File: config.mk
export PLATFORM = sky130hd
export DESIGN_NAME = line_score_engine
export DESIGN_NICKNAME = d
export VERILOG_FILES = /design/src/rtl/line_score_engine.sv
export SDC_FILE = /design/constraint.sdc
export NUM_CORES = 1
export LEC_CHECK = 0
export BUFFER_PORTS_ARGS = -buffer_cell sky130_fd_sc_hd__clkbuf_2
export CAP_MARGIN = 10
export CORE_MARGIN = 2
export CORE_UTILIZATION = 50
export DETAILED_ROUTE_END_ITERATION = 10
export HOLD_SLACK_MARGIN = 0.12
export PLACE_DENSITY = 0.7
export RECOVER_POWER = 100
export SETUP_SLACK_MARGIN = 0.02
export SLEW_MARGIN = 30
export SYNTH_ARGS = -nofsm -noshare
export SYNTH_HDL_FRONTEND = slang
export SYNTH_SLANG_ARGS = --single-unit
export TNS_END_PERCENT = 50
File: constraint.sdc
create_clock -name clk -period 6.35 [get_ports clk]
set_input_delay 0.635 -clock clk [delete_from_list [all_inputs] [get_ports clk]]
set_output_delay 0.635 -clock clk [all_outputs]
set_load 0.1 [all_outputs]
File: src/rtl/line_score_engine.sv
// line_score_engine: walks the Bresenham line between two pins, reads every
// pixel from an external image RAM and returns sum(2*pix - PIX_MAX) plus the
// pixel count. In commit mode each pixel is written back brightened by a
// saturating WEIGHT, recording the placed string in the residual image.
module line_score_engine #(
  parameter int COORD_W = 9,
  parameter int PIX_W   = 8,
  parameter int RD_LAT  = 2,
  parameter int WEIGHT  = 64,
  parameter int ACC_W   = 20
) (
  input  logic                 clk,
  input  logic                 reset,
  input  logic                 req_val,
  output logic                 req_rdy,
  input  logic [COORD_W-1:0]   req_x0,
  input  logic [COORD_W-1:0]   req_y0,
  input  logic [COORD_W-1:0]   req_x1,
  input  logic [COORD_W-1:0]   req_y1,
  input  logic                 req_commit,
  output logic                 resp_val,
  input  logic                 resp_rdy,
  output logic [ACC_W-1:0]     resp_score,
  output logic [COORD_W:0]     resp_count,
  output logic                 mem_rd_en,
  output logic [2*COORD_W-1:0] mem_raddr,
  input  logic [PIX_W-1:0]     mem_rdata,
  output logic                 mem_we,
  output logic [2*COORD_W-1:0] mem_waddr,
  output logic [PIX_W-1:0]     mem_wdata
);

  localparam int AW = 2 * COORD_W;
  localparam int EW = COORD_W + 2;

  localparam logic [1:0] S_IDLE  = 2'd0;
  localparam logic [1:0] S_WALK  = 2'd1;
  localparam logic [1:0] S_DRAIN = 2'd2;
  localparam logic [1:0] S_RESP  = 2'd3;

  localparam logic [PIX_W-1:0] PIX_MAX_V = {PIX_W{1'b1}};
  localparam logic [ACC_W-1:0] PIX_MAX_A = {{(ACC_W-PIX_W){1'b0}}, PIX_MAX_V};

  logic [1:0]                 state_q, state_d;
  logic [COORD_W-1:0]         x_q, x_d, y_q, y_d;
  logic [COORD_W-1:0]         x1_q, x1_d, y1_q, y1_d;
  logic [COORD_W-1:0]         dx_q, dx_d, dy_q, dy_d;
  logic                       sy_neg_q, sy_neg_d;
  logic signed [EW-1:0]       err_q, err_d;
  logic                       commit_q, commit_d;
  logic [ACC_W-1:0]           acc_q, acc_d;
  logic [COORD_W:0]           count_q, count_d;
  logic [RD_LAT-1:0]          vld_pipe_q, vld_pipe_d;
  logic [RD_LAT-1:0][AW-1:0]  addr_pipe_q, addr_pipe_d;

  // Canonicalised request endpoints
  logic                       swap;
  logic [COORD_W-1:0]         ax, ay, bx, by, c_dx, c_dy;
  logic                       c_sy_neg;

  // Walk step terms
  logic signed [EW:0]         e2, dx_w, dy_w;
  logic signed [EW-1:0]       dx_e, dy_e, err_n;
  logic                       step_x, step_y, at_end;

  // Read-return datapath
  logic                       ret_vld;
  logic [ACC_W-1:0]           pix_term;
  logic [31:0]                sat_sum;
  logic [PIX_W-1:0]           wdata_sat;

  // Order endpoints so x always increases; only y needs a direction bit.
  always_comb begin
    swap     = (req_x0 > req_x1) || ((req_x0 == req_x1) && (req_y0 > req_y1));
    ax       = swap ? req_x1 : req_x0;
    ay       = swap ? req_y1 : req_y0;
    bx       = swap ? req_x0 : req_x1;
    by       = swap ? req_y0 : req_y1;
    c_dx     = bx - ax;
    c_sy_neg = by < ay;
    c_dy     = c_sy_neg ? (ay - by) : (by - ay);
  end

  // One Bresenham step from the current error term; x and y may both move.
  always_comb begin
    e2     = {err_q, 1'b0};
    dx_w   = $signed({3'b000, dx_q});
    dy_w   = $signed({3'b000, dy_q});
    dx_e   = $signed({2'b00, dx_q});
    dy_e   = $signed({2'b00, dy_q});
    step_x = e2 > -dy_w;
    step_y = e2 < dx_w;
    err_n  = err_q;
    if (step_x) err_n = err_n - dy_e;
    if (step_y) err_n = err_n + dx_e;
    at_end = (x_q == x1_q) && (y_q == y1_q);
  end

  // Score contribution and saturated write-back of the returning pixel.
  always_comb begin
    ret_vld   = vld_pipe_q[RD_LAT-1];
    pix_term  = {{(ACC_W-PIX_W-1){1'b0}}, mem_rdata, 1'b0} - PIX_MAX_A;
    sat_sum   = 32'(mem_rdata) + 32'(WEIGHT);
    wdata_sat = (sat_sum > 32'(PIX_MAX_V)) ? PIX_MAX_V : sat_sum[PIX_W-1:0];
  end

  // Next-state: FSM, walk registers, read-tracking pipeline, accumulator.
  always_comb begin
    state_d     = state_q;
    x_d         = x_q;
    y_d         = y_q;
    x1_d        = x1_q;
    y1_d        = y1_q;
    dx_d        = dx_q;
    dy_d        = dy_q;
    sy_neg_d    = sy_neg_q;
    err_d       = err_q;
    commit_d    = commit_q;
    acc_d       = acc_q;
    count_d     = count_q;

    vld_pipe_d     = '0;
    addr_pipe_d    = '0;
    vld_pipe_d[0]  = mem_rd_en;
    addr_pipe_d[0] = mem_raddr;
    for (int i = 1; i < RD_LAT; i++) begin
      vld_pipe_d[i]  = vld_pipe_q[i-1];
      addr_pipe_d[i] = addr_pipe_q[i-1];
    end

    if (ret_vld) acc_d = acc_q + pix_term;

    case (state_q)
      S_IDLE: begin
        if (req_val) begin
          x_d      = ax;
          y_d      = ay;
          x1_d     = bx;
          y1_d     = by;
          dx_d     = c_dx;
          dy_d     = c_dy;
          sy_neg_d = c_sy_neg;
          err_d    = $signed({2'b00, c_dx}) - $signed({2'b00, c_dy});
          commit_d = req_commit;
          acc_d    = '0;
          count_d  = '0;
          state_d  = S_WALK;
        end
      end
      S_WALK: begin
        count_d = count_q + 1'b1;
        if (at_end) begin
          state_d = S_DRAIN;
        end else begin
          err_d = err_n;
          if (step_x) x_d = x_q + 1'b1;
          if (step_y) y_d = sy_neg_q ? (y_q - 1'b1) : (y_q + 1'b1);
        end
      end
      S_DRAIN: begin
        // The final read is returning this cycle when nothing else is in flight.
        if (vld_pipe_d == '0) state_d = S_RESP;
      end
      default: begin
        if (resp_rdy) state_d = S_IDLE;
      end
    endcase
  end

  // State registers; reset also drops in-flight reads so no write follows it.
  always_ff @(posedge clk) begin
    if (!reset) begin
      state_q     <= S_IDLE;
      x_q         <= '0;
      y_q         <= '0;
      x1_q        <= '0;
      y1_q        <= '0;
      dx_q        <= '0;
      dy_q        <= '0;
      sy_neg_q    <= 1'b0;
      err_q       <= '0;
      commit_q    <= 1'b0;
      acc_q       <= '0;
      count_q     <= '0;
      vld_pipe_q  <= '0;
      addr_pipe_q <= '0;
    end else begin
      state_q     <= state_d;
      x_q         <= x_d;
      y_q         <= y_d;
      x1_q        <= x1_d;
      y1_q        <= y1_d;
      dx_q        <= dx_d;
      dy_q        <= dy_d;
      sy_neg_q    <= sy_neg_d;
      err_q       <= err_d;
      commit_q    <= commit_d;
      acc_q       <= acc_d;
      count_q     <= count_d;
      vld_pipe_q  <= vld_pipe_d;
      addr_pipe_q <= addr_pipe_d;
    end
  end

  assign req_rdy    = (state_q == S_IDLE);
  assign resp_val   = (state_q == S_RESP);
  assign resp_score = acc_q;
  assign resp_count = count_q;
  assign mem_rd_en  = (state_q == S_WALK);
  assign mem_raddr  = mem_rd_en ? {y_q, x_q} : '0;
  assign mem_we     = ret_vld & commit_q;
  assign mem_waddr  = mem_we ? addr_pipe_q[RD_LAT-1] : '0;
  assign mem_wdata  = mem_we ? wdata_sat : '0;

endmodule

# ---- Word-level counts from Yosys, hierarchy flattened
# Cells that the tools add are included.
dict set report word_totals {
  word_cells 94
  register_bits 137
  input_bits 49
  out_inout_bits 78
}
dict set report op_classes {
  magnitude_cmp 6
  reduce_logical 13
  bitwise_logic 1
  n_eq_ne 12
  add_sub_neg 14
  muxes 33
}
# operator count
set ops {}
lappend ops {{$mux 9} 12}
lappend ops {{$mux 20} 3}
lappend ops {{$mux 11} 4}
lappend ops {{$mux 18} 2}
lappend ops {{$pmux 9 s2} 2}
lappend ops {{$eq 9x9->1} 3}
lappend ops {{$sub 9x9->9} 3}
lappend ops {{$pmux 11 s2} 1}
lappend ops {{$add 20x20->20} 1}
lappend ops {{$pmux 10 s2} 1}
lappend ops {{$add 9x1->9 const B} 2}
lappend ops {{$gt 9x9->1} 2}
lappend ops {{$mux 8} 2}
lappend ops {{$gt 12x12->1} 1}
lappend ops {{$lt 12x10->1} 1}
lappend ops {{$neg 9->12} 1}
lappend ops {{$reduce_and 4->1} 3}
lappend ops {{$add 11x10->11} 1}
lappend ops {{$sub 11x10->11} 1}
lappend ops {{$add 10x1->10 const B} 1}
lappend ops {{$mux 10} 1}
lappend ops {{$sub 9x8->10 const B} 1}
lappend ops {{$sub 9x9->10} 1}
lappend ops {{$add 8x7->9 const B} 1}
lappend ops {{17 further kinds} 28}

# ---- Logic depth before layout (Yosys ltp)
dict set report depth {
  depth_word 9
  depth_mapped 30
  mapped_depth_nobuf 27
}

# ---- Least setup slack after synthesis
# OpenSTA, ideal clock, no wires.
dict set report synth_timing {
  path_type {flip-flop to flip-flop}
  start {reg dy_q[1]}
  end {reg err_q[10]}
  path_buffers 2
  setup_time_ps 116
  arrival_time_ps 5270
  path_slack_ps 965
  t_required_ps 6234
  period_less_slack_ps 5385
  stages_incl_launch_ff 29
  path_cell_list {dfxtp_1 > clkbuf_1 > inv_1 > ha_1 > inv_1 > nor4_1 > xnor2_1 > ha_1 > nand4_1 > or2_2 > o221ai_1 > mux2i_1 > clkbuf_1 > nor2_1 > a21oi_1 > ha_1 > inv_1 > fa_1 > nor2b_1 > o21ai_0 > a21boi_0 > o21ai_0 > a21boi_0 > o41ai_1 > o31ai_1 > a22oi_1 > xor2_1 > a21oi_1 > nor2_1}
}
dict set report synth_via {
  elab_chain_len 7
  elab_cells_between_ends 8
  cone_classes {add/sub: 3; order compare: 1; mux: 4}
}
# element line_no
set synth_lines {}
lappend synth_lines {{start, declared} 47} ;# logic [COORD_W-1:0] dx_q, dx_d, dy_q, dy_d;
lappend synth_lines {{start signal, assigned} 194} ;# dy_q <= dy_d;
lappend synth_lines {{$neg 9->12} 91} ;# step_x = e2 > -dy_w;
lappend synth_lines {{$gt 12x12->1} 91}
lappend synth_lines {{$mux 11 (*)} 94} ;# if (step_x) err_n = err_n - dy_e;
lappend synth_lines {{$add 11x10->11} 95} ;# if (step_y) err_n = err_n + dx_e;
lappend synth_lines {{$mux 11 (*)} 95}
lappend synth_lines {{$mux 11 (*)} 152} ;# if (at_end) begin
lappend synth_lines {{$pmux 11 s2 (*)} 133} ;# case (state_q)
lappend synth_lines {{end signal, assigned} 196} ;# err_q <= err_d;
lappend synth_lines {{end, declared} 49} ;# logic signed [EW-1:0] err_q, err_d;
# Mark *: on every way between the ends. The rest lies on a longest branch, timed or not. The select of a mux whose other input is x is not followed.
# A chain may end at the register's enable or synchronous reset.

# ---- Worst setup path in the final report
dict set report layout_timing {
  start {in req_y1[7]}
  end {reg err_q[9]}
}
dict set report layout_via {
  elab_cells_between_ends 15
  cone_classes {add/sub: 4; order compare: 2; mux: 7; reduce/logical: 2}
}
# element line_no
set layout_rtl {}
lappend layout_rtl {{start, declared} 19} ;# input logic [COORD_W-1:0] req_y1,
lappend layout_rtl {{$gt 9x9->1 (*)} 74} ;# swap = (req_x0 > req_x1) || ((req_x0 == req_x1) && (req_y0 > req_y1));
lappend layout_rtl {{$logic_and 1x1->1 (*)} 74}
lappend layout_rtl {{$logic_or 1x1->1 (*)} 74}
lappend layout_rtl {{$mux 9 (on tied branches)} {77, 75}}
lappend layout_rtl {{$sub 9x9->9 (*)} 79} ;# c_dx = bx - ax;
lappend layout_rtl {{named net c_dx[4]} 58} ;# logic [COORD_W-1:0] ax, ay, bx, by, c_dx, c_dy;
lappend layout_rtl {{$sub 9x9->10 (*)} 143} ;# err_d = $signed({2'b00, c_dx}) - $signed({2'b00, c_dy});
lappend layout_rtl {{$mux 11 (*)} 135} ;# if (req_val) begin
lappend layout_rtl {{$pmux 11 s2 (*)} 133}
# The timed path passes the listed nets; every way through them passes the cells marked *. The select of a mux whose other input is x is not followed.

==> results.json <==
{
  "ioPinCount": 127,
  "viasPerCell": 5.847,
  "fin_tns_setup_ps": 0,
  "max_freq_mhz": 173.5,
  "synth_top_area_frac": 0.2476,
  "fp.dieH_um": 152.8,
  "final_nets": 1665,
  "grt_antenna_before_repair": 0,
  "cts_buffer_depth": 2,
  "hold_viol_final": 0,
  "cts_sinks": 137,
  "slowest_delay_ps": 460,
  "syn_nets": 1591,
  "critPathTopFamily": "compound AO/OA/AOI/OAI gates",
  "startpoint": "req_y1[7]",
  "hold_path_end": "commit_q$_SDFFE_PN0P_",
  "r2r_slack_ps": 660,
  "critPathCaptureType": "flop",
  "slew_viol_final": 121,
  "slew_headroom": -0.7551,
  "ff2ff_path_depth": 27,
  "min_path_cells": 3,
  "worstReg2RegEnd": "err_q[10]$_SDFFE_PN0P_",
  "ant_nets": 0,
  "grt_max_degree": 73,
  "ys_warn_count": 0,
  "path_depth": 23,
  "crit_arrival_ps": 5960,
  "r2r_start": "dy_q[2]$_SDFFE_PN0P_",
  "slowest_stage": "ha_1",
  "die_area_um2": 23360,
  "worstHoldStart": "req_commit",
  "grt_util_all_layers": 0.2733,
  "drive_gt1_frac": 0.08339,
  "ir_drop_mv": 0.2326,
  "setup_viol": 0,
  "cp_cell_sequence": "clkbuf_1, inv_1, ha_1, and4_1, nor2_1, a221oi_1, o21a_2, clkbuf_1, o21ai_0, a2bb2oi_1, ha_1, a221o_1, a211o_1, xor2_1, ha_1, o21ai_0, a21oi_1, o21ai_0, a21oi_1, o21a_1, nor3_1, o21ai_0, a21oi_1",
  "cts_inserted_buffers": 17,
  "clk_pin_slew_ps": 70,
  "grt_use_met1": 0.3450,
  "hpwl_um": 23890,
  "grt_pass1_vias": 10230,
  "vias": 10540,
  "required_ps": 6540,
  "cp-start-kind": "input pin",
  "totalWireLength_um": 31500,
  "grt_pass1_wl_um": 51990,
  "synth_top_cell_by_area": "dfxtp_1",
  "start_util": 0.5091,
  "ys_seq_area_frac": 0.2476,
  "globalplace.congestion": 0.9559,
  "clk_latency_ps": 440,
  "p_leak_nw": 5.305,
  "min_path_type": "in -> reg",
  "crit_buf_inv": 3,
  "async_reset_ff_frac": 0,
  "syn_avg_cell_area_um2": 7.713,
  "violations": "capacitance limit, slew limit",
  "die_width_um": 152.8,
  "top_usage_layer": "met2",
  "grt-ovfl-total": 0,
  "power_mw": 5.286,
  "syn_area_um2": 11080,
  "maxCapViolations": 2,
  "cts_tree": "built",
  "core_area_um2": 21760,
  "crit_path_frequent_cell": "o21ai_0",
  "min_period_over_period": 0.9078,
  "rows": 54,
  "outcome": "complete, but fails checks",
  "synthTopCellsByArea": "dfxtp_1 (25%), ha_1 (11%), a21oi_1 (5.3%)",
  "cts_max_level": 4,
  "period_needed_ps": 5765,
  "pwr_density_cell_nw_per_um2": 435.1,
  "synth_edf_count": 0,
  "cts_root_buffer": "clkbuf_16",
  "drc": 0,
  "diodes": 0,
  "path_max_fanout": 14,
  "first_pass_iters": 5,
  "critical_path_class": "in -> reg",
  "syn_inst": 1436,
  "rsz0062_at_grt": "no",
  "final_core_util": 0.5584,
  "grt.met3_usage": 0.04877,
  "wire_per_inst_um": 17.47,
  "io_buffers": 126,
  "worst_pin_slew_ps": 2633,
  "grt_use_met2": 0.4732,
  "synth-seq-cells": 137,
  "fin_skew_ps": 10.58,
  "ys.flop_type": "dfxtp_1",
  "initialDrtViolationCount": 632,
  "ys_types": 91,
  "syn2layout_area_growth_pct": 9.681
}
-- synthesized netlist by cell type (all sizes together), types with 6 or more instances --
| cell | instances |
|---|---|
| o31ai | 8 |
| ha | 101 |
| a211oi | 20 |
| nor2 | 150 |
| and3 | 41 |
| a2111oi | 6 |
| nand4 | 12 |
| dfxtp | 137 |
| xnor2 | 47 |
| inv | 90 |
| nor4 | 12 |
| or3 | 13 |
| a21boi | 8 |
| nand2 | 109 |
| buf | 43 |
| a31oi | 21 |
| a21o | 21 |
| o21ai | 89 |
| a21oi | 117 |
| xor2 | 34 |
| clkbuf | 48 |
| mux2i | 36 |
| a311oi | 8 |
| nand2b | 16 |
| o22ai | 12 |
| o21bai | 9 |
| nor3 | 40 |
| nand3 | 38 |
| and2 | 42 |
| nor2b | 15 |
| o21a | 9 |
-- metal layers --
metal	up-vias	wire, µm
met3	46	1619
met5	-	0
met1	4938	13740
li1	5247	-
met2	312	15320
met4	0	823
-- cell type report --
class | instances | area (µm²)
inverter | 92 | 345.3
sequential | 137 | 2743
tap | 280 | 350.3
multi-input combinational | 1116 | 7486
clock inverter | 15 | 133.9
timing repair buffer | 146 | 664.4
clock buffer | 17 | 425.4
fill | 2132 | 9608
-- worst register-to-register path, cell delays in order, from the launching register on --
cell and delay (ps):
dfxtp_1 380, inv_1 150, nand4_1 200, or4_1 500, nor3_1 180, ha_1 280, a21o_1 180, a21o_1 170
a21oi_1 150, o221ai_1 140, mux2i_1 170, buf_4 260, nor2_1 70, a21oi_1 160, ha_1 190, inv_1 50
fa_1 380, nor2b_1 170, o21ai_0 130, a21boi_0 290, o21ai_0 160, a21boi_1 310, o41ai_1 120, o31ai_1 220
a22oi_1 140, xor2_1 190, a21oi_1 160, nor2_1 60
-- per-stage QoR --
stage / instance area [µm²] / setup slack (ps) / hold slack [ps] / cells
6_report: 12150 / 585.2 / 416.8 / 1803
5_1_grt: 12150 / 93.59 / 449.1 / 1803
4_1_cts: 12280 / 612.9 / 405.0 / 1803
3_5_place_dp: 11720 / 468.3 / 412.9 / 1771
3_3_place_gp: 11720 / 549.9 / 413.9 / 1771
2_1_floorplan: 11080 / 964.6 / 405.7 / 1436
-- report_power, final --
| group | internal, mW | switching, mW | total [mW] |
|---|---|---|---|
| clock | 0.514 | 0.437 | 0.950 |
| combinational | 1.19 | 1.91 | 3.09 |
| sequential | 1.03 | 0.214 | 1.24 |
| total | 2.73 | 2.56 | 5.29 |
-- placed cells by master (no fill, tap or decap), types with 15 or more instances in the layout --
cell type and instances:
buf_4 15, clkbuf_16 17, inv_1 90, dfxtp_1 137, a211oi_1 19, nand2b_1 16, nand2_1 108, and3_1 40
a21oi_1 117, clkbuf_1 83, nor2b_1 15, mux2i_1 36, and2_0 15, a21o_1 21, nor3_1 40, and2_1 26
nand3_1 38, clkbuf_2 48, nor2_1 149, ha_1 100, xnor2_1 47, a31oi_1 21, xor2_1 34, o21ai_0 73
-- registers in the layout (all words and copies together), names as in the netlist, 2 cells and up --
name / count
dy_q: 9
x1_q: 9
y_q: 9
err_q: 11
state_q: 2
vld_pipe_q: 2
addr_pipe_d: 18
x_q: 9
resp_count: 10
dx_q: 9
resp_score: 20
y1_q: 9
addr_pipe_q: 18
-- logic make-up after synthesis --
kind of cell / share of synthesized area
buffers and inverters: 0.07569
AO/OA/AOI/OAI: 0.2307
adder cells (fa/ha/maj): 0.1231
XOR/XNOR: 0.06405
flip-flops: 0.2476
multiplexers: 0.03694
AND/OR/NAND/NOR: 0.2219
-- what timing repair did --
action	in CTS	in global routing
hold buffers	0	0
endpoints found under the setup margin	0	1
gates resized for setup	0	1
buffers inserted	0	0
-- worst max-delay path by stage --
stage / end / slack, ps
3_5_place_dp: err_q[10]$_SDFFE_PN0P_ / 470
4_1_cts: err_q[10]$_SDFFE_PN0P_ / 610
2_1_floorplan: err_q[10]$_SDFFE_PN0P_ / 960
5_1_grt: err_q[8]$_SDFFE_PN0P_ / 90
6_report: err_q[9]$_SDFFE_PN0P_ / 590
3_3_place_gp: err_q[10]$_SDFFE_PN0P_ / 550
No activity file was read; power rests on OpenSTA's default activity.
